## src/rtl/fsmc_slave_bridge_if.sv

```systemverilog
// Signal bundle between an FSMC master / local responder and fsmc_slave_bridge.
// The slave modport is the bridge's view, the master modport the environment's view.
`timescale 1ns/1ps
interface fsmc_slave_bridge_if;
    logic        fsmc_ne;
    logic        fsmc_nwe;
    logic        fsmc_noe;
    logic [1:0]  fsmc_nbl;
    logic [25:0] fsmc_addr;
    logic [15:0] fsmc_data_i;
    logic [15:0] fsmc_data_o;
    logic [15:0] fsmc_data_t;
    logic        m_req_valid;
    logic        m_req_ready;
    logic        m_req_is_rd;
    logic [25:0] m_req_addr;
    logic [15:0] m_req_wdata;
    logic [1:0]  m_req_wmask;
    logic [15:0] s_rdata;
    logic        s_rdata_valid;
    logic        err_overrun;
    logic        err_timeout;

    modport slave (
        input  fsmc_ne, fsmc_nwe, fsmc_noe, fsmc_nbl, fsmc_addr, fsmc_data_i,
        output fsmc_data_o, fsmc_data_t,
        output m_req_valid, m_req_is_rd, m_req_addr, m_req_wdata, m_req_wmask,
        input  m_req_ready, s_rdata, s_rdata_valid,
        output err_overrun, err_timeout
    );

    modport master (
        output fsmc_ne, fsmc_nwe, fsmc_noe, fsmc_nbl, fsmc_addr, fsmc_data_i,
        input  fsmc_data_o, fsmc_data_t,
        input  m_req_valid, m_req_is_rd, m_req_addr, m_req_wdata, m_req_wmask,
        output m_req_ready, s_rdata, s_rdata_valid,
        input  err_overrun, err_timeout
    );
endinterface

```

## src/rtl/fsmc_slave_bridge.sv

```systemverilog
// FSMC slave bridge: synchronises FSMC strobes and converts them to valid/ready requests.
// Optional read timeout enabled by defining FSMC_SLAVE_RD_TIMEOUT_EN.
`timescale 1ns/1ps
module fsmc_slave_bridge #(
    parameter real simulation_delay = 0.0
) (
    input  logic               clk,
    input  logic               rst_n,
    fsmc_slave_bridge_if.slave bus
);
    localparam real unused_sim_delay = simulation_delay;

    typedef enum logic [2:0] {IDLE, WR_REQ, RD_REQ, RD_WAIT, RD_DRIVE} state_t;

    state_t      state_reg;
    logic [2:0]  ne_sync_reg, nwe_sync_reg, noe_sync_reg;  // [0]=s1 [1]=s2 [2]=s3
    logic        valid_reg, is_rd_reg, overrun_reg;
    logic [25:0] addr_reg;
    logic [15:0] wdata_reg, rdata_reg, data_t_reg;
    logic [1:0]  wmask_reg;
    logic        ne_s2, nwe_s2, nwe_s3, noe_s2, noe_s3;
    logic        wr_evt, rd_evt, window_open;
    logic        unused_ne_s3;

    always_ff @(posedge clk or negedge rst_n) begin
        if (!rst_n) begin
            ne_sync_reg  <= 3'b111;
            nwe_sync_reg <= 3'b111;
            noe_sync_reg <= 3'b111;
        end else begin
            ne_sync_reg  <= {ne_sync_reg[1:0],  bus.fsmc_ne};
            nwe_sync_reg <= {nwe_sync_reg[1:0], bus.fsmc_nwe};
            noe_sync_reg <= {noe_sync_reg[1:0], bus.fsmc_noe};
        end
    end

    assign ne_s2        = ne_sync_reg[1];
    assign unused_ne_s3 = ne_sync_reg[2];
    assign nwe_s2       = nwe_sync_reg[1];
    assign nwe_s3       = nwe_sync_reg[2];
    assign noe_s2       = noe_sync_reg[1];
    assign noe_s3       = noe_sync_reg[2];

    assign wr_evt      = ~ne_s2 & nwe_s2 & ~nwe_s3;
    assign rd_evt      = ~ne_s2 & ~noe_s2 & noe_s3;
    assign window_open = ~ne_s2 & ~noe_s2;

`ifdef FSMC_SLAVE_RD_TIMEOUT_EN
    logic [7:0] tmo_cnt_reg;
    logic       timeout_reg;
`endif

    always_ff @(posedge clk or negedge rst_n) begin
        if (!rst_n) begin
            state_reg   <= IDLE;
            valid_reg   <= 1'b0;
            is_rd_reg   <= 1'b0;
            addr_reg    <= '0;
            wdata_reg   <= '0;
            wmask_reg   <= '0;
            rdata_reg   <= '0;
            data_t_reg  <= 16'hFFFF;
            overrun_reg <= 1'b0;
`ifdef FSMC_SLAVE_RD_TIMEOUT_EN
            tmo_cnt_reg <= '0;
            timeout_reg <= 1'b0;
`endif
        end else begin
            data_t_reg  <= 16'hFFFF;
            overrun_reg <= (wr_evt | rd_evt) & (state_reg != IDLE);
`ifdef FSMC_SLAVE_RD_TIMEOUT_EN
            timeout_reg <= 1'b0;
`endif
            // The master holds addr/data/nbl stable through this sampling edge.
            if (state_reg == IDLE && (wr_evt | rd_evt)) begin
                addr_reg  <= bus.fsmc_addr;
                wdata_reg <= bus.fsmc_data_i;
                wmask_reg <= ~bus.fsmc_nbl;
            end
            case (state_reg)
                IDLE: begin
                    if (wr_evt) begin
                        state_reg <= WR_REQ;
                        valid_reg <= 1'b1;
                        is_rd_reg <= 1'b0;
                    end else if (rd_evt) begin
                        state_reg <= RD_REQ;
                        valid_reg <= 1'b1;
                        is_rd_reg <= 1'b1;
                    end
                end
                WR_REQ: begin
                    if (bus.m_req_ready) begin
                        valid_reg <= 1'b0;
                        state_reg <= IDLE;
                    end
                end
                RD_REQ: begin
                    if (bus.m_req_ready) begin
                        valid_reg <= 1'b0;
                        if (bus.s_rdata_valid) begin
                            rdata_reg  <= bus.s_rdata;
                            data_t_reg <= 16'h0000;
                            state_reg  <= RD_DRIVE;
                        end else begin
                            state_reg <= RD_WAIT;
`ifdef FSMC_SLAVE_RD_TIMEOUT_EN
                            tmo_cnt_reg <= '0;
`endif
                        end
                    end
                end
                RD_WAIT: begin
                    if (bus.s_rdata_valid) begin
                        rdata_reg <= bus.s_rdata;
                        if (window_open) begin
                            data_t_reg <= 16'h0000;
                            state_reg  <= RD_DRIVE;
                        end else begin
                            state_reg <= IDLE;
                        end
                    end
`ifdef FSMC_SLAVE_RD_TIMEOUT_EN
                    else if (tmo_cnt_reg == 8'hFF) begin
                        // Responder never answered: return all-ones so the master sees a defined value.
                        rdata_reg   <= 16'hFFFF;
                        timeout_reg <= 1'b1;
                        if (window_open) begin
                            data_t_reg <= 16'h0000;
                            state_reg  <= RD_DRIVE;
                        end else begin
                            state_reg <= IDLE;
                        end
                    end else begin
                        tmo_cnt_reg <= tmo_cnt_reg + 8'd1;
                    end
`endif
                end
                RD_DRIVE: begin
                    if (window_open) begin
                        data_t_reg <= 16'h0000;
                    end else begin
                        state_reg <= IDLE;
                    end
                end
                default: state_reg <= IDLE;
            endcase
        end
    end

    assign bus.fsmc_data_o = rdata_reg;
    assign bus.fsmc_data_t = data_t_reg;
    assign bus.m_req_valid = valid_reg;
    assign bus.m_req_is_rd = is_rd_reg;
    assign bus.m_req_addr  = addr_reg;
    assign bus.m_req_wdata = wdata_reg;
    assign bus.m_req_wmask = wmask_reg;
    assign bus.err_overrun = overrun_reg;
`ifdef FSMC_SLAVE_RD_TIMEOUT_EN
    assign bus.err_timeout = timeout_reg;
`else
    assign bus.err_timeout = 1'b0;
`endif
endmodule

```

## src/flat_wrapper.sv

```systemverilog
// flat-port wrapper written by rule: the top's interface ports become plain ports
module fsmc_slave_bridge_flat 
#(
    parameter real simulation_delay = 0.0
)
  (clk, rst_n, bus_fsmc_ne, bus_fsmc_nwe, bus_fsmc_noe, bus_fsmc_nbl, bus_fsmc_addr, bus_fsmc_data_i, bus_fsmc_data_o, bus_fsmc_data_t, bus_m_req_valid, bus_m_req_is_rd, bus_m_req_addr, bus_m_req_wdata, bus_m_req_wmask, bus_m_req_ready, bus_s_rdata, bus_s_rdata_valid, bus_err_overrun, bus_err_timeout);
  fsmc_slave_bridge_if bus_i ();
  input  logic clk;
  input  logic rst_n;
  input wire logic [$bits(bus_i.fsmc_ne)-1:0] bus_fsmc_ne;
  input wire logic [$bits(bus_i.fsmc_nwe)-1:0] bus_fsmc_nwe;
  input wire logic [$bits(bus_i.fsmc_noe)-1:0] bus_fsmc_noe;
  input wire logic [$bits(bus_i.fsmc_nbl)-1:0] bus_fsmc_nbl;
  input wire logic [$bits(bus_i.fsmc_addr)-1:0] bus_fsmc_addr;
  input wire logic [$bits(bus_i.fsmc_data_i)-1:0] bus_fsmc_data_i;
  output wire logic [$bits(bus_i.fsmc_data_o)-1:0] bus_fsmc_data_o;
  output wire logic [$bits(bus_i.fsmc_data_t)-1:0] bus_fsmc_data_t;
  output wire logic [$bits(bus_i.m_req_valid)-1:0] bus_m_req_valid;
  output wire logic [$bits(bus_i.m_req_is_rd)-1:0] bus_m_req_is_rd;
  output wire logic [$bits(bus_i.m_req_addr)-1:0] bus_m_req_addr;
  output wire logic [$bits(bus_i.m_req_wdata)-1:0] bus_m_req_wdata;
  output wire logic [$bits(bus_i.m_req_wmask)-1:0] bus_m_req_wmask;
  input wire logic [$bits(bus_i.m_req_ready)-1:0] bus_m_req_ready;
  input wire logic [$bits(bus_i.s_rdata)-1:0] bus_s_rdata;
  input wire logic [$bits(bus_i.s_rdata_valid)-1:0] bus_s_rdata_valid;
  output wire logic [$bits(bus_i.err_overrun)-1:0] bus_err_overrun;
  output wire logic [$bits(bus_i.err_timeout)-1:0] bus_err_timeout;
  assign bus_i.fsmc_ne = bus_fsmc_ne;
  assign bus_i.fsmc_nwe = bus_fsmc_nwe;
  assign bus_i.fsmc_noe = bus_fsmc_noe;
  assign bus_i.fsmc_nbl = bus_fsmc_nbl;
  assign bus_i.fsmc_addr = bus_fsmc_addr;
  assign bus_i.fsmc_data_i = bus_fsmc_data_i;
  assign bus_fsmc_data_o = bus_i.fsmc_data_o;
  assign bus_fsmc_data_t = bus_i.fsmc_data_t;
  assign bus_m_req_valid = bus_i.m_req_valid;
  assign bus_m_req_is_rd = bus_i.m_req_is_rd;
  assign bus_m_req_addr = bus_i.m_req_addr;
  assign bus_m_req_wdata = bus_i.m_req_wdata;
  assign bus_m_req_wmask = bus_i.m_req_wmask;
  assign bus_i.m_req_ready = bus_m_req_ready;
  assign bus_i.s_rdata = bus_s_rdata;
  assign bus_i.s_rdata_valid = bus_s_rdata_valid;
  assign bus_err_overrun = bus_i.err_overrun;
  assign bus_err_timeout = bus_i.err_timeout;
  fsmc_slave_bridge #(.simulation_delay(simulation_delay)) u_core (.clk(clk), .rst_n(rst_n), .bus(bus_i));
endmodule
```

## config.mk

```make
export PLATFORM = sky130hd
export DESIGN_NAME = fsmc_slave_bridge_flat
export DESIGN_NICKNAME = d
export VERILOG_FILES = /design/src/rtl/fsmc_slave_bridge_if.sv /design/src/rtl/fsmc_slave_bridge.sv /design/src/flat_wrapper.sv
export SDC_FILE = /design/constraint.sdc
export NUM_CORES = 1
export LEC_CHECK = 0
export ABC_AREA = 1
export CORE_MARGIN = 1
export CORE_UTILIZATION = 25
export CTS_BUF_LIST = sky130_fd_sc_hd__clkbuf_4
export CTS_CLUSTER_DIAMETER = 30
export DETAILED_ROUTE_END_ITERATION = 6
export DONT_BUFFER_PORTS = 1
export SETUP_SLACK_MARGIN = 0.02
export SYNTH_ARGS = -nofsm -noshare
export SYNTH_HDL_FRONTEND = slang
export SYNTH_SLANG_ARGS = --single-unit
```

## constraint.sdc

```tcl
create_clock -name clk -period 2 [get_ports clk]
set_input_delay 0.3 -clock clk [delete_from_list [all_inputs] [get_ports clk]]
set_output_delay 0.3 -clock clk [all_outputs]
set_load 0.02 [all_outputs]
```

==> impl_metrics.toml <==
[status]
status = "complete, no violations"

[worst_setup_path]
required_ps = 1700
critPathMaxFanout = 16
crit_arrival_ps = 1600
critPathCaptureType = "output pin"
cp-start-kind = "flip-flop"
r2r_slack_ps = 370
setup.worst_path.class = "reg -> out"

[routing]
drt_iter0_drc = 108
finalWirelength_microns = 7100
wl_per_cell_microns = 13.2
ant_nets = 0
viasPerCell = 4.28
wl_met2_microns = 3520
top_layer = "met4"
drc = 0
drtPass1Iterations = 4
wl_met3_microns = 667
vias = 2292
wl_met1_microns = 2780

[grt]
grt_max_degree = 76
first_global_vias = 2347
antenna_found_initial = 0
overflow = 0
grt_usage_pct = 12.0
grt_first_pass_wirelength_microns = 11400

[placed_design]
io_buffers = 0
place_ws_ps = 426
dp.cells = 455
hpwl_microns = 4450
gp_congestion = 0.806

[final_layout]
diodes = 0
drive_above_1_share_pct = 9.16
final_util_pct = 33.2
nets = 456
largest_reg_flops = 26
syn2layout_area_growth_pct = 26.9
fin_cells = 536

[synthesis]
syn_area_per_cell_sq_um = 9.04
ys_types = 21
yosysSeqAreaShare_pct = 61.9
synthArstFlopShare_pct = 100
syn-num-nets = 404
yosys_register_bits = 75
synth_cells = 337
ys.flop_type = "dfrtp_1"
synth_warnings = 0
synth_edf_count = 0
syn_area_sq_um = 3050

[sta]
finalSetupViolCount = 0
worstMarginPinSlew_ps = 779
timing.final.ws_setup_ps = 104
rsz0062_at_grt = "yes"
fmax_ghz = 0.527
slew_headroom_pct = 48.1
fin_skew_ps = 11.1
report.final.slew_viol_count = 0
hold_viol_final = 0
fin_crit_sh_pct = 94.8
fin_crit_ps = 1900

[cts]
ctsRootBufferMaster = "clkbuf_4"
cts_setup_buffers = 0
cts_tree = "built"
ctsResizeCount = 0
cts_made_buffers = 9
clk_latency_ps = 420
numClockSinks = 75
clkTransAtPathRegs_ps = 110
htreeDepth = 3
ctsLongestPathBuffers = 2

[power]
p_per_area_nw_per_um2 = 1440
internal_power_mw = 3.02
p_comb_share_pct = 20.0
power_frac_seq_pct = 63.9
netSwitchingFraction_pct = 45.9
p_leak_nw = 1.96
p_sw_mw = 2.56
pwr-share-clk_pct = 16.1
ir_drop_mv = 0.616

[die]
core_area_sq_um = 11700
die_w_microns = 112
fp.dieArea_sq_um = 12600
rows = 39
ios = 147
initial_core_util_pct = 26.1
die_h_microns = 112

[run]
cap_violations = 0

[min_path]
hold_path.class = "in -> reg"
-- layout by cell type, fill, tap and decap left out, drive strengths merged --
cell,Yosys,final
conb,1,1
nor2,8,8
o21bai,1,1
nand3b,1,1
a21oi,1,1
or2,1,1
dlygate4sd3,0,65
nand2,162,162
buf,28,5
dfrtp,66,66
nand4,1,1
clkbuf,1,11
inv,27,27
bufinv,0,1
nand3,7,7
clkinv,0,3
o21ai,23,23
dfstp,9,9
-- metal layers --
| metal | up-vias | track usage (%) |
|---|---|---|
| met5 | - | 0 |
| li1 | 1104 | - |
| met4 | 0 | 6.04 |
| met1 | 1064 | 12.3 |
| met2 | 112 | 20.7 |
| met3 | 12 | 5.51 |
-- cell type report --
class                   count  area [sq um]
fillers                  1160          7790
repair buffers             70           721
multi-input cells         206           850
well taps                 143           179
clock buffers              11          82.6
flip-flops and latches     75          1890
inverters                  27           101
clock inverters             4          42.5
-- per-stage QoR --
stage | hold WS, ps | TNS (ps) | area [sq um] | power [mW]
global placement | 5.96 | 0 | 3060 | 4.51
finish | 127 | 0 | 3870 | 5.57
global route | 91.6 | -399 | 3870 | 5.96
floorplan | 4.41 | 0 | 3050 | 4.39
detailed placement | 6.00 | 0 | 3060 | 4.57
CTS | 57.2 | 0 | 3870 | 5.65
-- power groups by stage --
stage                     registers [mW]  clock network [mW]  logic, mW
after floorplan                     3.29                   0       1.11
after global placement              3.58                   0      0.927
after detailed placement            3.58                   0      0.992
after CTS                           3.56               0.967       1.12
after global routing                3.64                1.01       1.30
final                               3.56               0.895       1.12
-- synth_stat cells (all sizes together) (7+ instances only) --
master  number  area share (%)
buf         28             6.7
dfrtp       66              54
dfstp        9             7.8
inv         27             3.3
nand2      162              20
nand3        7             1.1
nor2         8             1.7
o21ai       23             3.8
-- logic make-up (layout without fill, tap and decap cells) --
kind of cell | count (synthesis) | after routing | share of synthesized area [%]
AOI/OAI and AO/OA | 25 | 25 | 4.19
and+or+nand+nor | 180 | 180 | 23.6
DFF | 75 | 75 | 61.9
buffers and inverters | 56 | 112 | 10.2
other | 1 | 1 | 0.123
-- final timing paths --
check                                            from                          to  depth (start not counted)
min                                   bus_m_req_ready  u_core.bus.fsmc_data_t[11]                          3
min reg2reg                    u_core.noe_sync_reg[0]      u_core.noe_sync_reg[1]                          0
max in group asynchronous                       rst_n      u_core.nwe_sync_reg[0]                          2
min in group asynchronous                       rst_n    u_core.bus.m_req_addr[7]                          2
max reg2reg                     u_core.ne_sync_reg[1]   u_core.bus.m_req_wmask[1]                          8
max                        u_core.bus.fsmc_data_t[11]         bus_fsmc_data_t[10]                          0
-- timing repair --
item | 4_1_cts | 5_1_grt
hold buffers | 66 | 0
hold endpoints to repair | 139 | 0
setup endpoints to repair | 0 | 16
Power figures use the tool's default switching activity.
==> RTL change: new RTL, same settings <==
Add a define of `FSMC_SLAVE_RD_TIMEOUT_EN`.
--- a/src/rtl/fsmc_slave_bridge.sv
+++ b/src/rtl/fsmc_slave_bridge.sv
@@ -1,6 +1,8 @@
 // FSMC slave bridge: synchronises FSMC strobes and converts them to valid/ready requests.
 // Optional read timeout enabled by defining FSMC_SLAVE_RD_TIMEOUT_EN.
 `timescale 1ns/1ps
+`define FSMC_SLAVE_RD_TIMEOUT_EN
+
 module fsmc_slave_bridge #(
     parameter real simulation_delay = 0.0
 ) (
Formal check against the unedited RTL: same outputs for any inputs over 10 cycles, from zero or initial values and one cycle with rst_n low; that may be too few to reach the edited logic, so the function may still have changed.
==> RTL change against the unedited design <==
- the flow now finishes with violations (negative hold slack)
- via count up 20%
- power up 21%
- design area up 15%
- sequential power up 6.5%
- setup slack better by 110 ps
- global-route usage up 0.33 points
- area after synthesis up 17%
- utilization down 1.0 points
- first-iteration DRC count down 17%
- sequential cell count up 9
- routed wire length up 23%
==> RTL change: results (changes against the unedited design) <==
- The mean routed wirelength per cell was 13.7 µm (+3.7%).
- The transition time of the tightest slew-check pin was 511 ps (-268 ps).
* Clock insertion delay at the later pin of the skew report: 460 ps (+40 ps)
* Fraction of the yosys area taken by sequential cells: 59.3% (-2.6 points)
- Failing checks: negative hold slack
* Arrival time at the worst endpoint: 2160 ps (+560 ps)
- Hold Buf Count CTS: 65 (-1.5%)
- Final #Nets: 520 (+14%)
* Half-perimeter wire length after placement: 5270 µm (+18%)
- Most frequent cells after synthesis: 177 x nand2_1, 75 x dfrtp_1, 31 x nor2_1
- Adder and majority cell fraction of the synthesized area: 0.351% (+0.35 points)
* Maximum clock skew at final layout: 14.5 ps (+3.41 ps)
* Compound-cell area share of the yosys netlist: 4.92% (+0.73 points)
- Met3 track demand over resource: 4.46% (-1.0 points)
* Worst slack on hold paths: -491 ps (-618 ps)
- Overall fraction of global-route tracks in use: 12.3% (+0.33 points)
* Worst-path clk slew: 140 ps (+30 ps)
- Net Count, Synth: 468 (+16%)
- Fill cell total of the finished layout: 1422 (+23%)
* Cell-internal power: 3.64 mW (+21%)
- Pin count of the biggest net entering global routing: 85 (+12%)
* Number of failing hold endpoints at the final stage: 84 (+84)
- Cell types with the largest area share after synthesis: dfrtp_1 53%, nand2_1 19%, dfstp_2 6.6%, buf_4 3.4%, nor2_1 3.3%
- Outcome: finished, violations left
* Leakage power figure: 2.14 nW (+9.1%)
- Average via count per standard cell: 4.32 (+0.96%)
* Hold Crit Class: in2async
-- RTL change: cell count changes in the layout (fill, tap and decap cells not counted), sizes merged, moves of 4 or more --
cell	change
a21oi	+5
dfrtp	+9
inv	-8
nand2	+18
nand3	+5
nand4	+4
nor2	+26
o21ai	+6
-- RTL change: worst paths after layout --
path,start,cells past startpoint,slack (ps),endpoint
max,u_core.state_reg[2],5,210,u_core.bus.fsmc_data_o[7]
min,rst_n,0,-490,u_core.tmo_cnt_reg[3]
max reg2reg,u_core.state_reg[2],5,210,u_core.bus.fsmc_data_o[7]
min reg2reg,u_core.ne_sync_reg[0],0,350,u_core.ne_sync_reg[1]
max in group asynchronous,rst_n,0,2290,u_core.noe_sync_reg[0]
min in group clk,bus_m_req_ready,3,60,u_core.tmo_cnt_reg[2]
-- RTL change: logic make-up after synthesis --
| kind of cell | count (synthesis) |
|---|---|
| adder cells (fa/ha/maj) | 1 |
| buffers and inverters | 46 |
| flip-flops | 84 |
| XOR/XNOR | 1 |
| AO/OA/AOI/OAI | 35 |
| AND/OR/NAND/NOR | 233 |
-- RTL change: per-stage QoR --
step           std cells  power [mW]  worst slack (ps)  util, %  instance area (µm²)
2_1_floorplan        400        5.21               564        -                 3560
3_3_place_gp         555        5.31               196     26.0                 3610
3_5_place_dp         555        5.40               166     26.0                 3610
4_1_cts              636        6.77               159     32.0                 4450
5_1_grt              637        7.24              38.9     32.1                 4460
6_report             637        6.74               215     32.1                 4460
-- RTL change: cell type report --
type                            count  share of cell area, %
Sequential cell                    84                   47.5
Multi-Input combinational cell    271                   26.5
Timing Repair Buffer               68                   15.4
Tap cell                          180                   5.05
Clock inverter                      7                   2.55
Inverter                           18                   1.57
Clock buffer                        9                   1.52
-- RTL change: critical path, cell delays in order (launching register included) --
cell,delay [ps]
dfrtp_1,450
inv_2,140
nand2_1,70
a21oi_1,420
nand3_2,370
o21ai_1,250
-- RTL change: per-layer routing --
layer / part of all wire (%) / up-vias / wire, µm
met4: 1.6 / 0 / 139
met2: 49 / 123 / 4330
met1: 40 / 1273 / 3510
met3: 8.8 / 10 / 772
li1: - / 1344 / -
met5: 0 / - / 0
-- RTL change: timing repair --
item                                    CTS  global route
endpoints found under the setup margin    0             7
gates resized for setup                   0             2
endpoints found under the hold margin   149            84
-- RTL change: power groups by stage --
stage | sequential, mW | combinational (mW) | clock (mW)
global route | 3.88 | 2.00 | 1.36
detailed placement | 3.80 | 1.60 | 0
floorplan | 3.66 | 1.55 | 0
finish | 3.79 | 1.71 | 1.24
CTS | 3.78 | 1.69 | 1.30
global placement | 3.80 | 1.51 | 0
